==> config.mk <==
export PLATFORM = sky130hd
export DESIGN_NAME = morse_code_decoder_flat
export DESIGN_NICKNAME = d
export VERILOG_FILES = /design/src/rtl/morse_code_decoder_pkg.sv /design/src/rtl/morse_code_decoder_if.sv /design/src/rtl/morse_code_decoder_lookup.sv /design/src/rtl/morse_code_decoder.sv /design/src/flat_wrapper.sv
export SDC_FILE = /design/constraint.sdc
export NUM_CORES = 1
export LEC_CHECK = 0
export CAP_MARGIN = 20
export CORE_UTILIZATION = 58
export DETAILED_ROUTE_END_ITERATION = 12
export PLACE_DENSITY = 0.87
export SLEW_MARGIN = 10
export SYNTH_ARGS = -nofsm -noshare
export SYNTH_HDL_FRONTEND = slang
export SYNTH_SLANG_ARGS = --single-unit
==> constraint.sdc <==
create_clock -name clk -period 3.5 [get_ports clk]
set_input_delay 1.05 -clock clk [delete_from_list [all_inputs] [get_ports clk]]
set_output_delay 1.05 -clock clk [all_outputs]
set_load 0.005 [all_outputs]
==> src/rtl/morse_code_decoder_pkg.sv <==
// Shared types and constants for the Morse receive path: FSM states,
// PS/2 set-2 make codes and counter sizing.
package morse_pkg;

    typedef enum logic [1:0] {
        ST_IDLE,
        ST_MARK,
        ST_GAP,
        ST_WORD_WAIT
    } state_e;

    localparam int MAX_SYMBOLS = 6;

    localparam logic [7:0]
        SC_A = 8'h1C, SC_B = 8'h32, SC_C = 8'h21, SC_D = 8'h23, SC_E = 8'h24,
        SC_F = 8'h2B, SC_G = 8'h34, SC_H = 8'h33, SC_I = 8'h43, SC_J = 8'h3B,
        SC_K = 8'h42, SC_L = 8'h4B, SC_M = 8'h3A, SC_N = 8'h31, SC_O = 8'h44,
        SC_P = 8'h4D, SC_Q = 8'h15, SC_R = 8'h2D, SC_S = 8'h1B, SC_T = 8'h2C,
        SC_U = 8'h3C, SC_V = 8'h2A, SC_W = 8'h1D, SC_X = 8'h22, SC_Y = 8'h35,
        SC_Z = 8'h1A;

    localparam logic [7:0]
        SC_0 = 8'h45, SC_1 = 8'h16, SC_2 = 8'h1E, SC_3 = 8'h26, SC_4 = 8'h25,
        SC_5 = 8'h2E, SC_6 = 8'h36, SC_7 = 8'h3D, SC_8 = 8'h3E, SC_9 = 8'h46;

    localparam logic [7:0] SC_SPACE = 8'h29;

    // Gap counter must reach the word threshold 5*DIT-1 without wrapping.
    function automatic int cnt_width(input int dit);
        return $clog2(5 * dit + 1);
    endfunction

endpackage

==> src/rtl/morse_code_decoder_if.sv <==
// Decoded scan-code output bundle: data plus strobes, and the debounced key.
interface morse_code_decoder_if;
    logic [7:0] decoded_data;
    logic       decoded_data_strb;
    logic       error_strb;
    logic       key_db;

    modport master (output decoded_data, decoded_data_strb, error_strb, key_db);
    modport slave  (input  decoded_data, decoded_data_strb, error_strb, key_db);
endinterface

==> src/rtl/morse_code_decoder_lookup.sv <==
// Combinational {len, pattern} -> set-2 make code table; first symbol sits at
// bit len-1, dit = 0, dah = 1.
module morse_lookup
    import morse_pkg::*;
(
    input  logic [8:0] len_pattern_i,
    output logic [7:0] code_o,
    output logic       hit_o
);

    always_comb begin
        code_o = 8'h00;
        hit_o  = 1'b1;
        case (len_pattern_i)
            9'b001_000000: code_o = SC_E;
            9'b001_000001: code_o = SC_T;
            9'b010_000000: code_o = SC_I;
            9'b010_000001: code_o = SC_A;
            9'b010_000010: code_o = SC_N;
            9'b010_000011: code_o = SC_M;
            9'b011_000000: code_o = SC_S;
            9'b011_000001: code_o = SC_U;
            9'b011_000010: code_o = SC_R;
            9'b011_000011: code_o = SC_W;
            9'b011_000100: code_o = SC_D;
            9'b011_000101: code_o = SC_K;
            9'b011_000110: code_o = SC_G;
            9'b011_000111: code_o = SC_O;
            9'b100_000000: code_o = SC_H;
            9'b100_000001: code_o = SC_V;
            9'b100_000010: code_o = SC_F;
            9'b100_000100: code_o = SC_L;
            9'b100_000110: code_o = SC_P;
            9'b100_000111: code_o = SC_J;
            9'b100_001000: code_o = SC_B;
            9'b100_001001: code_o = SC_X;
            9'b100_001010: code_o = SC_C;
            9'b100_001011: code_o = SC_Y;
            9'b100_001100: code_o = SC_Z;
            9'b100_001101: code_o = SC_Q;
            9'b101_000000: code_o = SC_5;
            9'b101_000001: code_o = SC_4;
            9'b101_000011: code_o = SC_3;
            9'b101_000111: code_o = SC_2;
            9'b101_001111: code_o = SC_1;
            9'b101_011111: code_o = SC_0;
            9'b101_010000: code_o = SC_6;
            9'b101_011000: code_o = SC_7;
            9'b101_011100: code_o = SC_8;
            9'b101_011110: code_o = SC_9;
            default:       hit_o  = 1'b0;
        endcase
    end

endmodule

==> src/rtl/morse_code_decoder.sv <==
// Morse key receiver: synchronise and debounce the key, time marks and gaps,
// and emit a set-2 make code (or an error) per completed character.
module morse_code_decoder
    import morse_pkg::*;
#(
    parameter int DIT_CYCLES      = 1_200_000,
    parameter int DEBOUNCE_CYCLES = 50_000
) (
    input  logic                  clk,
    input  logic                  rst_n,
    input  logic                  key_in,
    morse_code_decoder_if.master  out_if
);

    localparam int             CW        = cnt_width(DIT_CYCLES);
    localparam int             DBW       = $clog2(DEBOUNCE_CYCLES + 1);
    localparam logic [CW-1:0]  MARK_SAT  = CW'(2 * DIT_CYCLES);
    localparam logic [CW-1:0]  CHAR_END  = CW'(2 * DIT_CYCLES - 1);
    localparam logic [CW-1:0]  WORD_END  = CW'(5 * DIT_CYCLES - 1);
    localparam logic [DBW-1:0] DB_LAST   = DBW'(DEBOUNCE_CYCLES - 1);
    localparam logic [2:0]     MAX_LEN   = 3'(MAX_SYMBOLS);

    logic [1:0]     sync_q;
    logic [DBW-1:0] db_cnt_q;
    logic           key_db_q, key_prev_q;

    state_e         state_q, state_d;
    logic [CW-1:0]  mark_cnt_q, mark_cnt_d, gap_cnt_q, gap_cnt_d;
    logic [5:0]     pattern_q, pattern_d;
    logic [2:0]     len_q, len_d;
    logic           ovf_q, ovf_d;
    logic [7:0]     data_q, data_d;
    logic           dstrb_q, dstrb_d, estrb_q, estrb_d;

    logic           rise, fall, is_dah, lk_hit;
    logic [7:0]     lk_code;

    // Debounce: the level is accepted once it has differed from key_db for
    // DEBOUNCE_CYCLES consecutive cycles.
    always_ff @(posedge clk) begin
        if (!rst_n) begin
            sync_q     <= '0;
            db_cnt_q   <= '0;
            key_db_q   <= 1'b0;
            key_prev_q <= 1'b0;
        end else begin
            sync_q     <= {sync_q[0], key_in};
            key_prev_q <= key_db_q;
            if (sync_q[1] == key_db_q) begin
                db_cnt_q <= '0;
            end else if (db_cnt_q == DB_LAST) begin
                key_db_q <= sync_q[1];
                db_cnt_q <= '0;
            end else begin
                db_cnt_q <= db_cnt_q + DBW'(1);
            end
        end
    end

    assign rise   = key_db_q & ~key_prev_q;
    assign fall   = ~key_db_q & key_prev_q;
    assign is_dah = (mark_cnt_q >= MARK_SAT);

    morse_lookup u_lookup (
        .len_pattern_i ({len_q, pattern_q}),
        .code_o        (lk_code),
        .hit_o         (lk_hit)
    );

    always_ff @(posedge clk) begin
        if (!rst_n) begin
            state_q    <= ST_IDLE;
            mark_cnt_q <= '0;
            gap_cnt_q  <= '0;
            pattern_q  <= '0;
            len_q      <= '0;
            ovf_q      <= 1'b0;
            data_q     <= 8'h00;
            dstrb_q    <= 1'b0;
            estrb_q    <= 1'b0;
        end else begin
            state_q    <= state_d;
            mark_cnt_q <= mark_cnt_d;
            gap_cnt_q  <= gap_cnt_d;
            pattern_q  <= pattern_d;
            len_q      <= len_d;
            ovf_q      <= ovf_d;
            data_q     <= data_d;
            dstrb_q    <= dstrb_d;
            estrb_q    <= estrb_d;
        end
    end

    always_comb begin
        state_d    = state_q;
        mark_cnt_d = mark_cnt_q;
        gap_cnt_d  = gap_cnt_q;
        pattern_d  = pattern_q;
        len_d      = len_q;
        ovf_d      = ovf_q;
        data_d     = data_q;
        dstrb_d    = 1'b0;
        estrb_d    = 1'b0;
        case (state_q)
            ST_IDLE: begin
                mark_cnt_d = '0;
                gap_cnt_d  = '0;
                pattern_d  = '0;
                len_d      = '0;
                ovf_d      = 1'b0;
                if (rise) begin
                    state_d    = ST_MARK;
                    mark_cnt_d = CW'(1);
                end
            end
            ST_MARK: begin
                if (fall) begin
                    if (len_q == MAX_LEN) begin
                        ovf_d = 1'b1;
                    end else begin
                        pattern_d = {pattern_q[4:0], is_dah};
                        len_d     = len_q + 3'd1;
                    end
                    gap_cnt_d = '0;
                    state_d   = ST_GAP;
                end else if (mark_cnt_q != MARK_SAT) begin
                    mark_cnt_d = mark_cnt_q + CW'(1);
                end
            end
            ST_GAP: begin
                gap_cnt_d = gap_cnt_q + CW'(1);
                if (gap_cnt_q == CHAR_END) begin
                    if (lk_hit && !ovf_q) begin
                        data_d  = lk_code;
                        dstrb_d = 1'b1;
                    end else begin
                        estrb_d = 1'b1;
                    end
                    pattern_d = '0;
                    len_d     = '0;
                    ovf_d     = 1'b0;
                    state_d   = ST_WORD_WAIT;
                end
                // A rise on the threshold cycle still emits, then starts a new mark.
                if (rise) begin
                    state_d    = ST_MARK;
                    mark_cnt_d = CW'(1);
                end
            end
            ST_WORD_WAIT: begin
                gap_cnt_d = gap_cnt_q + CW'(1);
                if (gap_cnt_q == WORD_END) begin
                    data_d  = SC_SPACE;
                    dstrb_d = 1'b1;
                    state_d = ST_IDLE;
                end
                if (rise) begin
                    state_d    = ST_MARK;
                    mark_cnt_d = CW'(1);
                end
            end
            default: state_d = ST_IDLE;
        endcase
    end

    assign out_if.decoded_data      = data_q;
    assign out_if.decoded_data_strb = dstrb_q;
    assign out_if.error_strb        = estrb_q;
    assign out_if.key_db            = key_db_q;

endmodule

==> src/flat_wrapper.sv <==
// flat-port wrapper written by rule: the top's interface ports become plain ports
module morse_code_decoder_flat import morse_pkg::*;
#(
    parameter int DIT_CYCLES      = 1_200_000,
    parameter int DEBOUNCE_CYCLES = 50_000
)
  (clk, rst_n, key_in, out_if_decoded_data, out_if_decoded_data_strb, out_if_error_strb, out_if_key_db);
  morse_code_decoder_if out_if_i ();
  input  logic clk;
  input  logic rst_n;
  input  logic key_in;
  output wire logic [$bits(out_if_i.decoded_data)-1:0] out_if_decoded_data;
  output wire logic [$bits(out_if_i.decoded_data_strb)-1:0] out_if_decoded_data_strb;
  output wire logic [$bits(out_if_i.error_strb)-1:0] out_if_error_strb;
  output wire logic [$bits(out_if_i.key_db)-1:0] out_if_key_db;
  assign out_if_decoded_data = out_if_i.decoded_data;
  assign out_if_decoded_data_strb = out_if_i.decoded_data_strb;
  assign out_if_error_strb = out_if_i.error_strb;
  assign out_if_key_db = out_if_i.key_db;
  morse_code_decoder #(.DIT_CYCLES(DIT_CYCLES), .DEBOUNCE_CYCLES(DEBOUNCE_CYCLES)) u_core (.clk(clk), .rst_n(rst_n), .key_in(key_in), .out_if(out_if_i));
endmodule
==> flow_summary.json, run 1 <==
{
  "multi_input_area_mm2": 0.002873,
  "vias_per_cell": 6.268,
  "post-synth-top-count-cell": "dfxtp_1",
  "n_antenna_cell": 0,
  "async_reset_ff_share_pct": 0,
  "drc_errors": 0,
  "final_hold_viol_count": 0,
  "synth-xor-area-share_pct": 9.341,
  "die_y_um": 92.80,
  "slew_headroom_pct": 45.50,
  "core-area_mm2": 0.007848,
  "clock_path_buffers": 2,
  "ys_types": 68,
  "cts.sinks": 87,
  "grt-ovfl-total": 0,
  "total_power_mw": 1.725,
  "drt_iter0_drc": 348,
  "cts_setup_buffers": 0,
  "syn-mean-instance-area_um2": 8.175,
  "synth_top_family_by_area": "simple AND/OR/NAND/NOR gates",
  "p_leak_nw": 1.674,
  "grt_pass1_vias": 4076,
  "port_buffers": 12,
  "start_kind": "flop",
  "ios": 14,
  "ant_nets": 0,
  "worstReg2RegEnd": "u_core.out_if.decoded_data[5]",
  "synth_seq_area_share_pct": 36.42,
  "status": "complete, no violations",
  "gp_congestion": 0.9597,
  "fin_crit_sh_pct": 80.75,
  "regToRegStartpoint": "u_core.gap_cnt_q[1]",
  "synthFlopType": "dfxtp_1",
  "synth.area.mux_share_pct": 1.518,
  "die_x_um": 92.80,
  "cts_buffers": 9,
  "die_area_mm2": 0.008612,
  "dp_hpwl_um": 7898,
  "routedWlPerCell_um": 15.95,
  "cpMostUsedCell": "and4_1",
  "synth_nets": 596,
  "fill_cells": 643,
  "totalWireLength_um": 11050,
  "crit_path_cell_trace": "ha_1, nor4bb_1, and4_1, nand4_1, a311oi_2, and4_1, nor3_2",
  "fmax_ghz": 0.3538,
  "synth-seq-cells": 87,
  "worst_slack_ps": 673.9,
  "endpoint_kind": "flop",
  "ff_latch_area_mm2": 0.001742,
  "worst_ep_required_time_ps": 3730,
  "synth_area_leaders": "dfxtp_1, nor2_1, xor2_1, nand3_1, xnor2_1",
  "rsz0062_at_grt": "no",
  "maxCapViolCount": 0,
  "tns_ps": 0,
  "finalSetupViolations": 0,
  "period_minus_slack_ps": 2826,
  "syn_inst": 585,
  "synth.top_cell.area_share_pct": 36.42,
  "grt_antenna_before_repair": 0,
  "finalMaxSlewViolations": 0,
  "dr_total_vias": 4344,
  "synth_edf_count": 0,
  "firstDrtPassIters": 5,
  "yosys_warnings": 0,
  "hp-class": "flop to flop",
  "syn_to_final_growth_pct": 8.059,
  "drive_above_1_share_pct": 6.599,
  "synth-simple-area-share_pct": 33.70,
  "whs_path_depth": 1,
  "cpPeakStageDelay_ps": 760,
  "worstMarginPinSlew_ps": 811.2,
  "nets": 598,
  "synth_compound_area_share_pct": 13.34,
  "initial_core_util_pct": 60.94,
  "cts-htree-levels": 3,
  "finClkSkew_ps": 14.73,
  "power.density_mw_per_mm2": 333.8,
  "placed_area_mm2": 0.004952,
  "ir_worst_vdd_mv": 0.2557,
  "synth_top_cell_by_area": "dfxtp_1",
  "hold_buffers": 0,
  "cts_root_buf": "clkbuf_8",
  "dp_slack_ps": 664.6,
  "synth_fa_ha_area_share_pct": 2.093,
  "cts_tree": "built",
  "cts_resized": 0,
  "grt_usage_pct": 26.92,
  "clk-insertion-delay-late_ps": 370,
  "path_clk_slew_ps": 80,
  "yosys-top-cells-count": "dfxtp_1, nor2_1, nand2_1, nand3_1, xor2_1",
  "grt_pass1_wl_um": 18730,
  "crit_path_max_fanout": 11,
  "crit_arrival_ps": 3060,
  "worstHoldStart": "u_core.sync_q[0]",
  "rr_worst_depth": 7,
  "whs_ps": 462.0,
  "reg2reg_slack_ps": 670,
  "cp_slowest_cell": "a311oi_2",
  "netlist_area_mm2": 0.004782,
  "path_class": "flop to flop",
  "postLayoutCellArea_mm2": 0.005167,
  "hold_path_end": "u_core.sync_q[1]",
  "grt_max_degree": 25,
  "rows": 32
}
## cells by family (layout without fill, tap and decap cells)
kind of cell	after synthesis	count (layout)
and+or+nand+nor	297	297
AOI/OAI and AO/OA	94	94
DFF	87	87
xor gates and xnor gates	51	51
buffers and inverters	40	46
adders and majority gates	8	8
muxes	7	7
other	1	1
## report_power, final
group	internal [mW]	leakage, nW	switching [mW]
Clock	0.386	0.106	0.335
Sequential	0.990	0.701	0.000771
Combinational	0.00438	0.868	0.00849
## worst max-delay path, delay by kind of cell, from the launching register on
family	cells	cell delay, ps
flip-flops	1	430
adder cells (fa/ha/maj)	1	300
AO/OA/AOI/OAI	1	760
AND/OR/NAND/NOR	5	1210
## layer usage
layer  up-vias  share of wire, %  GRT usage (%)
li1       2113                 -              -
met1      2053                44          32.21
met2       135                48          47.12
met3        43               4.8          5.747
met4         0               3.3          9.744
met5         -                 0              0
## sequential cells by signal, summed over array words and instances, names as in the netlist, 2 cells and up
| signal | flops |
|---|---|
| u_core.out_if.decoded_data | 7 |
| u_core.state_q | 2 |
| u_core.db_cnt_q | 16 |
| u_core.len_q | 3 |
| u_core.pattern_q | 6 |
| u_core.gap_cnt_q | 23 |
| u_core.mark_cnt_q | 23 |
| u_core.sync_q | 2 |
## worst max path at each step
stage,start,endpoint,slack (ps)
after floorplan,u_core.len_q[0],u_core.out_if.error_strb,1330
after global placement,rst_n,u_core.len_q[0],750
after detailed placement,rst_n,u_core.len_q[0],660
after CTS,u_core.len_q[1],u_core.out_if.decoded_data[5],760
after global routing,u_core.gap_cnt_q[0],u_core.out_if.decoded_data[5],550
final,u_core.gap_cnt_q[1],u_core.out_if.decoded_data[5],670
## final cells by class
cell class / count / share of cell area, %
multi-input cells: 458 / 55.59
well taps: 102 / 2.470
inverters: 12 / 0.8717
repair buffers: 19 / 3.341
clock inverters: 2 / 0.7506
flip-flops and latches: 87 / 33.70
clock buffers: 13 / 3.269
## per-stage QoR
step,cells,util (%)
floorplan,585,-
global placement,677,63.11
detailed placement,677,63.11
CTS,692,65.75
global route,693,65.85
finish,693,65.85
## cells in the final DEF (no fill, tap or decap), types with 14 or more instances in the layout
cell type | netlist | layout
and3_1 | 17 | 17
dfxtp_1 | 87 | 87
xor2_1 | 33 | 33
a21oi_1 | 21 | 21
xnor2_1 | 18 | 18
o21ai_0 | 23 | 22
nand3_1 | 37 | 37
nor2_1 | 85 | 85
nand2_1 | 39 | 39
nand4_1 | 17 | 17
nor3_1 | 14 | 14
No activity file was read; power rests on OpenSTA's default activity.
==> run 2, diff against run 1 <==
==> constraint.sdc (replaced) <==
create_clock -name clk -period 2.85 [get_ports clk]
set_input_delay 0.855 -clock clk [delete_from_list [all_inputs] [get_ports clk]]
set_output_delay 0.855 -clock clk [all_outputs]
set_load 0.005 [all_outputs]
==> run 2 against run 1 <==
- routed wire length is 0.43% lower
- clock skew is 3.7 ps higher
- non-clock buffer count is 8 higher
- hold slack worse by 0.84 ps
- core utilization is 0.45 points higher
- sequential power is 23% higher
- first-iteration DRC count is 13% lower
- via count is 2.0% lower
==> flow_summary.json, run 2 (same netlist as run 1, synthesis figures left out) <==
{
  "path_class": "flop to flop",
  "n_antenna_cell": 0,
  "crit_path_max_fanout": 10,
  "finalMaxSlewViolations": 0,
  "worstMarginPinSlew_ps": 770.3,
  "place_inst": 685,
  "utilization_pct": 66.29,
  "grt_max_degree": 25,
  "initial_core_util_pct": 60.94,
  "finClkSkew_ps": 18.42,
  "drive_above_1_share_pct": 8.000,
  "totalWireLength_um": 11000,
  "final_hold_viol_count": 0,
  "final_cells": 702,
  "grt_antenna_before_repair": 0,
  "ant_nets": 0,
  "crit_arrival_ps": 2850,
  "placed_area_mm2": 0.005012,
  "vias_per_cell": 6.063,
  "syn_to_final_growth_pct": 8.791,
  "finalSetupViolations": 0,
  "fmax_ghz": 0.3882,
  "endpoint_kind": "flop",
  "grt_pass1_wl_um": 18810,
  "tns_ps": 0,
  "postLayoutCellArea_mm2": 0.005202,
  "routedWlPerCell_um": 15.68,
  "status": "complete, no violations",
  "maxCapViolCount": 0,
  "port_buffers": 12,
  "period_minus_slack_ps": 2576,
  "die_x_um": 92.80,
  "start_kind": "flop",
  "fin_crit_sh_pct": 90.38,
  "rsz0062_at_grt": "no",
  "dp_slack_ps": 317.4,
  "intPower_mw": 1.569,
  "drt_iter0_drc": 302,
  "core-area_mm2": 0.007848,
  "ir_worst_vdd_mv": 0.2877,
  "final_cell_mix": "dfxtp_1, nor2_1, nand2_1",
  "die_y_um": 92.80,
  "cts-htree-levels": 3,
  "clock_path_buffers": 2,
  "hp-class": "flop to flop",
  "nets": 606,
  "grt-ovfl-total": 0,
  "p_leak_nw": 1.696,
  "cts.sinks": 87,
  "cts_root_buf": "clkbuf_8",
  "cts_setup_buffers": 0,
  "grt_pass1_vias": 4000,
  "switchingPower_mw": 0.4520,
  "drc_errors": 0,
  "fill_cells": 665,
  "hold_buffers": 0,
  "slew_headroom_pct": 48.25,
  "mostFrequentLayoutCell": "dfxtp_1",
  "power.density_mw_per_mm2": 388.5,
  "cts_buffers": 9,
  "pwr-share-seq_pct": 60.2,
  "p_sw_share_pct": 22.36,
  "die_area_mm2": 0.008612,
  "combinationalPowerShare_pct": 0.9,
  "gp_congestion": 0.9282,
  "firstDrtPassIters": 6,
  "cts_tree": "built",
  "worst_ep_required_time_ps": 3130,
  "grt_usage_pct": 26.91,
  "ios": 14,
  "cts_resized": 0,
  "dp_hpwl_um": 8038,
  "rows": 32,
  "top_regs": "u_core.gap_cnt_q (23), u_core.mark_cnt_q (23), u_core.db_cnt_q (16)",
  "worst_slack_ps": 274.1,
  "clk-insertion-delay-late_ps": 360,
  "path_clk_slew_ps": 90,
  "dr_total_vias": 4256,
  "power.share.clock_pct": 38.9
}
run 2: cell types whose count changed in the layout (fill, tap and decap cells not counted):
cell,delta
buf_4,+8
bufinv_16,-1
clkbuf_8,-2
clkinv_4,+1
clkinvlp_4,+2
inv_6,+1
run 2: path summary, 6_finish.rpt:
kind | start | to | slack [ps] | cells after the start
worst min-delay path | u_core.sync_q[0] | u_core.sync_q[1] | 460 | 1
worst max register to register | u_core.len_q[0] | u_core.out_if.decoded_data[4] | 270 | 8
worst min register to register | u_core.sync_q[0] | u_core.sync_q[1] | 460 | 1
worst max-delay path | u_core.len_q[0] | u_core.out_if.decoded_data[4] | 270 | 8
run 2: power by group through the flow:
stage	registers [mW]	logic (mW)	clock network, mW
6_report	1.22	0.0174	0.787
5_1_grt	1.22	0.0188	0.853
4_1_cts	1.22	0.0174	0.809
3_5_place_dp	1.25	0.0170	0
3_3_place_gp	1.25	0.0169	0
2_1_floorplan	1.25	0.00975	0
run 2: per-stage QoR:
stage / hold WS, ps / total power [mW]
2_1_floorplan: 411.9 / 1.255
3_3_place_gp: 428.7 / 1.262
3_5_place_dp: 419.2 / 1.263
4_1_cts: 448.1 / 2.043
5_1_grt: 458.3 / 2.089
6_report: 461.1 / 2.021
run 2: layout make-up:
class | count | area [µm²] | area share (%)
inverter | 12 | 45.04 | 0.8658
timing repair buffer | 27 | 232.7 | 4.473
clock buffer | 11 | 141.4 | 2.718
tap | 102 | 127.6 | 2.453
multi-input combinational | 458 | 2873 | 55.22
clock inverter | 5 | 41.29 | 0.7937
sequential | 87 | 1742 | 33.48
run 2: worst max-delay path, cell delays in order, from the launching register on:
cell,delay [ps]
dfxtp_1,400
ha_1,300
or4b_1,620
o22ai_2,260
nor4b_1,100
a311oi_2,300
buf_4,230
o311ai_0,180
o21ai_0,110
run 2: layer usage:
layer	part of all wire [%]	vias to the layer above	wire length, µm	GRT usage [%]
met4	1.8	0	197	8.205
met5	0	-	0	0
met1	46	2002	5041	34.60
met2	48	110	5286	45.04
met3	4.4	21	479	5.583
li1	-	2123	-	-
==> run 3, diff against run 2 <==
--- a/config.mk
+++ b/config.mk
@@ -6,9 +6,11 @@
 export NUM_CORES = 1
 export LEC_CHECK = 0
 export CAP_MARGIN = 20
-export CORE_UTILIZATION = 58
+export CELL_PAD_IN_SITES_DETAIL_PLACEMENT = 0
+export CELL_PAD_IN_SITES_GLOBAL_PLACEMENT = 1
+export CORE_UTILIZATION = 47
 export DETAILED_ROUTE_END_ITERATION = 12
-export PLACE_DENSITY = 0.87
+export PLACE_DENSITY = 0.91
 export SLEW_MARGIN = 10
 export SYNTH_ARGS = -nofsm -noshare
 export SYNTH_HDL_FRONTEND = slang
==> run 3 against run 2 <==
- cell count rose by 4.4%
- power rose by 6.1%
- cell area rose by 1.4%
- hold slack barely moved
- register-to-register slack improved by 80 ps
- clock power rose by 16%
==> flow_summary.json, run 3 (same netlist as run 1, synthesis figures left out) <==
{
  "n_antenna_cell": 0,
  "drt_iter0_drc": 175,
  "dr_total_vias": 4285,
  "routedWlPerCell_um": 15.21,
  "p_sw_share_pct": 20.70,
  "ios": 14,
  "regToRegStartpoint": "u_core.len_q[0]",
  "finalMaxSlewViolations": 0,
  "hold_buffers": 0,
  "cts_root_buf": "clkbuf_8",
  "drc_errors": 0,
  "worstMarginPinSlew_ps": 739.8,
  "power.share.clock_pct": 42.4,
  "finalSetupViolations": 0,
  "gp_congestion": 0.9425,
  "grt_pass1_vias": 4035,
  "combinationalPowerShare_pct": 0.8,
  "nets": 606,
  "reg2reg_slack_ps": 360,
  "rsz0062_at_grt": "no",
  "dp_hpwl_um": 8104,
  "path_clk_slew_ps": 90,
  "pwr-share-seq_pct": 56.7,
  "tns_ps": 0,
  "cts_tree": "built",
  "cts_buffers": 9,
  "ir_worst_vdd_mv": 0.3231,
  "status": "complete, no violations",
  "ant_nets": 0,
  "die_area_mm2": 0.01058,
  "worstHoldStart": "u_core.sync_q[0]",
  "maxCapViolCount": 0,
  "path_class": "flop to flop",
  "worstReg2RegEnd": "u_core.out_if.error_strb",
  "hold_path_end": "u_core.sync_q[1]",
  "finClkSkew_ps": 14.18,
  "grt_max_degree": 22,
  "die_x_um": 102.9,
  "clk-insertion-delay-late_ps": 370,
  "whs_path_depth": 1,
  "hp-class": "flop to flop",
  "fin_crit_sh_pct": 87.50,
  "final_hold_viol_count": 0,
  "cts-htree-levels": 3,
  "top_regs": "u_core.gap_cnt_q (23), u_core.mark_cnt_q (23), u_core.db_cnt_q (16)",
  "rr_worst_depth": 8,
  "cts_setup_buffers": 0,
  "power.density_mw_per_mm2": 406.5,
  "drive_above_1_share_pct": 8.167,
  "endpoint_kind": "flop",
  "cts_resized": 0,
  "core-area_mm2": 0.009819,
  "vias_per_cell": 5.846,
  "die_y_um": 102.9,
  "intPower_mw": 1.701,
  "switchingPower_mw": 0.4438,
  "crit_arrival_ps": 2770,
  "slew_headroom_pct": 50.56,
  "final_cell_mix": "dfxtp_1, nor2_1, nand2_1",
  "fmax_ghz": 0.4010,
  "firstDrtPassIters": 5,
  "whs_ps": 461.5,
  "grt_usage_pct": 22.75,
  "clock_path_buffers": 2,
  "worst_ep_required_time_ps": 3130,
  "syn_to_final_growth_pct": 10.31,
  "grt_antenna_before_repair": 0,
  "mostFrequentLayoutCell": "dfxtp_1",
  "initial_core_util_pct": 48.70,
  "rows": 36,
  "port_buffers": 12,
  "p_leak_nw": 1.719,
  "crit_path_max_fanout": 8,
  "period_minus_slack_ps": 2494,
  "cts.sinks": 87,
  "totalWireLength_um": 11150,
  "grt-ovfl-total": 0,
  "grt_pass1_wl_um": 18890,
  "start_kind": "flop"
}
[run 3: worst max path at each step]
stage | startpoint | end | slack (ps) | cells after the start
3_5_place_dp | u_core.len_q[0] | u_core.out_if.error_strb | 360 | 8
6_report | u_core.len_q[0] | u_core.out_if.error_strb | 360 | 8
4_1_cts | u_core.len_q[0] | u_core.out_if.error_strb | 330 | 8
3_3_place_gp | u_core.len_q[0] | u_core.out_if.error_strb | 440 | 8
5_1_grt | u_core.len_q[0] | u_core.out_if.decoded_data[4] | 230 | 9
2_1_floorplan | u_core.len_q[0] | u_core.out_if.error_strb | 680 | 8
[run 3: layout make-up]
| class | count | area (µm²) |
|---|---|---|
| clock buffer | 12 | 165.2 |
| clock inverter | 4 | 51.30 |
| fill | 943 | 4544 |
| inverter | 12 | 45.04 |
| multi-input combinational | 458 | 2873 |
| sequential | 87 | 1742 |
| tap | 133 | 166.4 |
| timing repair buffer | 27 | 232.7 |
[run 3: critical path, stage by stage, from the launching register on]
cell and delay, ps:
dfxtp_1 400, inv_1 80, ha_1 290, and4bb_2 320, and4_1 200, or4b_1 530, nor3_1 240, nor2_1 90
nor4b_2 240
[run 3: routing by layer]
metal | track usage, % | share of wire, %
met1 | 29.53 | 47
met5 | 0 | 0
met4 | 9.642 | 2.7
met3 | 5.695 | 4.2
met2 | 36.00 | 46
[run 3: power by group through the flow]
stage / Combinational [mW] / Sequential (mW) / Clock [mW]
2_1_floorplan: 0.00975 / 1.25 / 0
5_1_grt: 0.0189 / 1.22 / 0.991
6_report: 0.0175 / 1.22 / 0.910
3_5_place_dp: 0.0171 / 1.25 / 0
4_1_cts: 0.0174 / 1.22 / 0.936
3_3_place_gp: 0.0167 / 1.25 / 0
[run 3: through the flow]
step	instance area (µm²)	instances	total power, mW	worst slack (ps)	utilization, %
global route	5275	733	2.227	233.9	53.72
CTS	5275	733	2.171	330.6	53.72
finish	5275	733	2.144	356.4	53.72
floorplan	4782	585	1.255	679.4	-
detailed placement	5059	717	1.263	356.7	51.52
global placement	5059	717	1.262	439.9	51.52
